<file path="config.mk">
export PLATFORM = sky130hd
export DESIGN_NAME = nibble_serial_alu
export DESIGN_NICKNAME = d
export VERILOG_FILES = /design/src/rtl/nibble_serial_alu.sv
export SDC_FILE = /design/constraint.sdc
export NUM_CORES = 1
export LEC_CHECK = 0
export ABC_AREA = 1
export CORE_MARGIN = 2
export CORE_UTILIZATION = 43
export DETAILED_ROUTE_END_ITERATION = 8
export PLACE_DENSITY = 0.76
export SETUP_SLACK_MARGIN = 0.05
export SLEW_MARGIN = 20
export SYNTH_ARGS = -nofsm -noshare
export SYNTH_HDL_FRONTEND = slang
export SYNTH_SLANG_ARGS = --single-unit
</file>
<file path="constraint.sdc">
create_clock -name clk -period 1.2 [get_ports clk]
set_input_delay 0.12 -clock clk [delete_from_list [all_inputs] [get_ports clk]]
set_output_delay 0.12 -clock clk [all_outputs]
set_load 0.005 [all_outputs]
</file>
<file path="src/rtl/nibble_serial_alu.sv">
// Nibble-serial add/subtract unit. It drives one external 4-bit CLA slice, one nibble
// per cycle and LSB first, then returns the result with C/V/Z flags over valid/ready.
module nibble_serial_alu #(
    parameter int WIDTH = 12
) (
    input  logic             clk,
    input  logic             rst_n,
    input  logic             in_valid,
    output logic             in_ready,
    input  logic             op_sub,
    input  logic [WIDTH-1:0] a_in,
    input  logic [WIDTH-1:0] b_in,
    output logic [3:0]       cla_a,
    output logic [3:0]       cla_b,
    output logic             cla_cin,
    input  logic [3:0]       cla_s,
    input  logic             cla_cout,
    output logic             out_valid,
    input  logic             out_ready,
    output logic [WIDTH-1:0] result,
    output logic             flag_c,
    output logic             flag_v,
    output logic             flag_z
);
    localparam int NIB   = WIDTH / 4;
    localparam int CNT_W = (NIB > 1) ? $clog2(NIB) : 1;
    localparam logic [CNT_W-1:0] LAST = CNT_W'(NIB - 1);

    typedef enum logic [1:0] {S_IDLE, S_RUN, S_DONE} state_t;

    state_t           r_state;
    state_t           w_state_next;
    logic [WIDTH-1:0] r_a;
    logic [WIDTH-1:0] r_bx;
    logic [WIDTH-1:0] r_result;
    logic             r_carry;
    logic [CNT_W-1:0] r_cnt;
    logic             r_flag_c;
    logic             r_flag_v;
    logic             r_flag_z;

    logic             w_last;
    logic [CNT_W+1:0] w_shift;
    logic [WIDTH-1:0] w_nib_mask;
    logic [WIDTH-1:0] w_result_next;
    logic [3:0]       w_nib_a;
    logic [3:0]       w_nib_b;

    assign w_last        = (r_cnt == LAST);
    assign w_shift       = {r_cnt, 2'b00};
    assign w_nib_a       = 4'(r_a >> w_shift);
    assign w_nib_b       = 4'(r_bx >> w_shift);
    assign w_nib_mask    = WIDTH'(4'hF) << w_shift;
    // The current nibble is merged in so the zero flag sees the final nibble too.
    assign w_result_next = (r_result & ~w_nib_mask) | (WIDTH'(cla_s) << w_shift);

    // NOTE: sequential state uses non-blocking (<=) so every register samples pre-edge values.
    always_ff @(posedge clk) begin
        if (!rst_n) begin
            r_state <= S_IDLE;
        end else begin
            r_state <= w_state_next;
        end
    end

    // NOTE: each variable gets a default before the case so no latch is inferred.
    always_comb begin
        w_state_next = r_state;
        unique case (r_state)
            S_IDLE:  if (in_valid)  w_state_next = S_RUN;
            S_RUN:   if (w_last)    w_state_next = S_DONE;
            S_DONE:  if (out_ready) w_state_next = S_IDLE;
            default:                w_state_next = S_IDLE;
        endcase
    end

    always_comb begin
        in_ready  = 1'b0;
        out_valid = 1'b0;
        cla_a     = 4'h0;
        cla_b     = 4'h0;
        cla_cin   = 1'b0;
        unique case (r_state)
            S_IDLE: in_ready = 1'b1;
            S_RUN: begin
                cla_a   = w_nib_a;
                cla_b   = w_nib_b;
                cla_cin = r_carry;
            end
            S_DONE:  out_valid = 1'b1;
            default: ;
        endcase
    end

    always_ff @(posedge clk) begin
        if (!rst_n) begin
            r_a      <= '0;
            r_bx     <= '0;
            r_result <= '0;
            r_carry  <= 1'b0;
            r_cnt    <= '0;
            r_flag_c <= 1'b0;
            r_flag_v <= 1'b0;
            r_flag_z <= 1'b0;
        end else begin
            unique case (r_state)
                S_IDLE: begin
                    if (in_valid) begin
                        // Subtract is A + ~B + 1: invert B here and seed the carry with 1.
                        r_a     <= a_in;
                        r_bx    <= b_in ^ {WIDTH{op_sub}};
                        r_carry <= op_sub;
                        r_cnt   <= '0;
                    end
                end
                S_RUN: begin
                    r_result <= w_result_next;
                    r_carry  <= cla_cout;
                    r_cnt    <= r_cnt + 1'b1;
                    if (w_last) begin
                        r_flag_c <= cla_cout;
                        r_flag_v <= (r_a[WIDTH-1] == r_bx[WIDTH-1]) && (cla_s[3] != r_a[WIDTH-1]);
                        r_flag_z <= (w_result_next == '0);
                    end
                end
                default: ;
            endcase
        end
    end

    assign result = r_result;
    assign flag_c = r_flag_c;
    assign flag_v = r_flag_v;
    assign flag_z = r_flag_z;

endmodule

</file>
==> results.toml <==
[placement]
dpl_cell_area_um2 = 3140
routabilityCongestion = 0.848
port_buffers = 59
numPlacedInstances = 459
hpwl_um = 4160

[worst_setup_path]
rr_endpoint = "flag_z"
rrSetupSlack_ps = -500
reg2reg_depth = 10
max_stage_delay_ps = 400
arrival_ps = 1940
crit_type = "flip-flop to flip-flop"
path_buf_inv = 4
crit_path_max_fanout = 5
worstPathRequired_ps = 1440
reg2reg_from = "r_cnt[0]"
cp-endpoint = "flag_z"
slowest_stage = "dfxtp_4"
path_cells = "buf_4 -> nor2_4 -> buf_6 -> buf_6 -> buf_4 -> o21ai_1 -> nand3_1 -> nor2_2 -> nand3_2 -> a21oi_2"
startpoint = "r_cnt[0]"
crit_path_start_kind = "flip-flop"
crit_cells = 10
worst_setup_path_end_kind = "flip-flop"
cpLargestDelayFamily = "buffers and inverters"

[status]
violations = "setup timing"
run_status = "finished with violations"

[detailed_routing]
first_pass_iters = 5
initialDrtViolationCount = 337
num_vias = 2964
vias_per_cell = 5.93
wl_per_cell_um = 21.9
drc = 0
drt-total-wl_um = 11000
postRouteAntennaNets = 0

[sta]
fmax_mhz = 589
setup-violations-final = 49
max_slew_margin_pct = 78.0
min_period_over_period_pct = 141
rsz0062_at_grt = "yes"
slew_viol_final = 0
worst_pin_slew_ps = 329
hold_ws_ps = 415
final_hold_viol_count = 0
fin_ws_ps = -498
finalClockSkew_ps = 7.91
finalCriticalPeriod_ps = 1700

[clock_network]
cts_buffers = 5
clk_pin_slew_worst_paths_ps = 90
ctsHoldBuffers = 0
clk_latency_ps = 310
clkSinkCount = 44
cts_buffer_depth = 2
cts_max_level = 2
cts_tree = "built"
root_buffer = "clkbuf_8"

[logic_synthesis]
ys_seq_area_share_pct = 40.4
ys_warn_count = 0
yosys_register_bits = 44
syn-instance-count = 310
syn_area_um2 = 2180
synth_nets = 347
synth_cell_types = 23
synth.avg_cell_area_um2 = 7.03

[die]
die_y_um = 75.2
dieArea_um2 = 5660
start_util_pct = 45.3
fp.coreArea_um2 = 4820
pin_count = 60
die_x_um = 75.2
num_rows = 25

[job]
max_cap_violations = 0

[layout]
antenna_cells = 0
drive_gt1_share_pct = 53.3
multi_input_area_um2 = 1650
fin_cells = 500
final_common_cell = "inv_1"
postLayoutCoreUtil_pct = 88.3
most-common-layout-cells = "38 x inv_1, 33 x clkdlybuf4s50_1, 30 x buf_6, 30 x buf_4, 28 x dfxtp_1"
area_growth_pct = 95.0
nets = 469
regArea_um2 = 908
fin_area_um2 = 4250
nFillCells = 230

[grt]
antenna_found_initial = 0
grt_pass1_wl_um = 13700
grt_usage_pct = 33.3
grt_pass1_vias = 2751
grt_start_max_net_pins = 19
gr-total-overflow = 0

[pwr]
ir_drop_uv = 831
power_density_nw_per_um2 = 1020
leakage_nw = 1.86
totalPowerFinal_mw = 4.33

[worst_hold_path]
hold_path_class = "primary input to flip-flop"
[flip-flops by register name, indices dropped and copies added (netlist names)]
signal / flops
r_a: 12
r_cnt: 2
flag_z: 1
r_carry: 1
r_state: 2
flag_v: 1
flag_c: 1
r_bx: 12
result: 12
[cells in the mapped netlist]
cell	n	area share (%)
nor2_1	50	8.6
a21oi_1	26	6.0
xnor2_1	3	1.2
o21ai_0	25	5.7
inv_2	2	0.34
inv_1	42	7.2
nand3_1	15	3.4
ha_1	3	1.7
buf_4	3	1.0
clkbuf_1	4	0.69
nor2_8	1	0.92
nor2_2	3	0.86
nand2_4	2	1.0
xor2_1	9	3.6
inv_4	1	0.29
a211oi_1	4	1.4
dfxtp_1	44	40
buf_2	8	1.8
o221ai_1	4	1.6
a22oi_1	1	0.34
nand2_1	51	8.8
o211ai_1	8	2.8
clkbuf_2	1	0.23
[report_power, final]
part / switching [mW] / internal [mW] / leakage (nW)
clock network: 0.526 / 0.471 / 0.0455
logic: 0.860 / 0.802 / 1.44
registers: 0.0946 / 1.58 / 0.370
total: 1.48 / 2.85 / 1.86
[area by class of cell]
class,instances,area share [%]
inverters,45,4.62
well taps,67,1.97
repair buffers,131,31.2
multi-input cells,205,38.8
flip-flops and latches,44,21.4
clock buffers,8,2.12
[worst reg2reg max path: stages, from the launching register on]
cell	delay [ps]
dfxtp_4	400
buf_4	130
nor2_4	30
buf_6	120
buf_6	110
buf_4	150
o21ai_1	110
nand3_1	160
nor2_2	170
nand3_2	100
a21oi_2	140
[through the flow]
stage	setup slack (ps)	TNS, ps
floorplan	0.396	0
global placement	-362	-5650
detailed placement	-410	-7030
CTS	-362	-6090
global route	-550	-11310
finish	-498	-9760
[logic make-up (layout without fill, tap and decap cells)]
family          after synthesis  after routing  share of synthesized area, %
compound gates               68             68                          17.8
flops                        44             44                          40.4
buf+inv                      61            184                          11.6
fa+ha+maj                     3              3                          1.72
xor+xnor                     12             12                          4.82
simple gates                122            122                          23.6
[worst min-delay path by stage]
stage,from,to,depth (start not counted)
final,a_in[6],r_a[6],3
after floorplan,a_in[0],r_a[0],2
after global routing,a_in[5],r_a[5],3
after CTS,a_in[1],r_a[1],3
after global placement,r_bx[3],r_bx[3],2
after detailed placement,r_bx[1],r_bx[1],2
[layer usage]
layer | global-route usage (%) | up-vias | share of wire (%)
li1 | - | 1231 | -
met1 | 38.1 | 1396 | 36
met2 | 58.3 | 259 | 49
met3 | 6.43 | 78 | 8.8
met4 | 17.7 | 0 | 6.7
met5 | 0 | - | 0
[timing repair]
item,in CTS,in global routing
cloned,5,0
buffers inserted,26,7
setup endpoints to repair,70,55
gates resized for setup,187,109
pin swaps,55,57
Note: power is estimated with default switching activity, not from simulation.
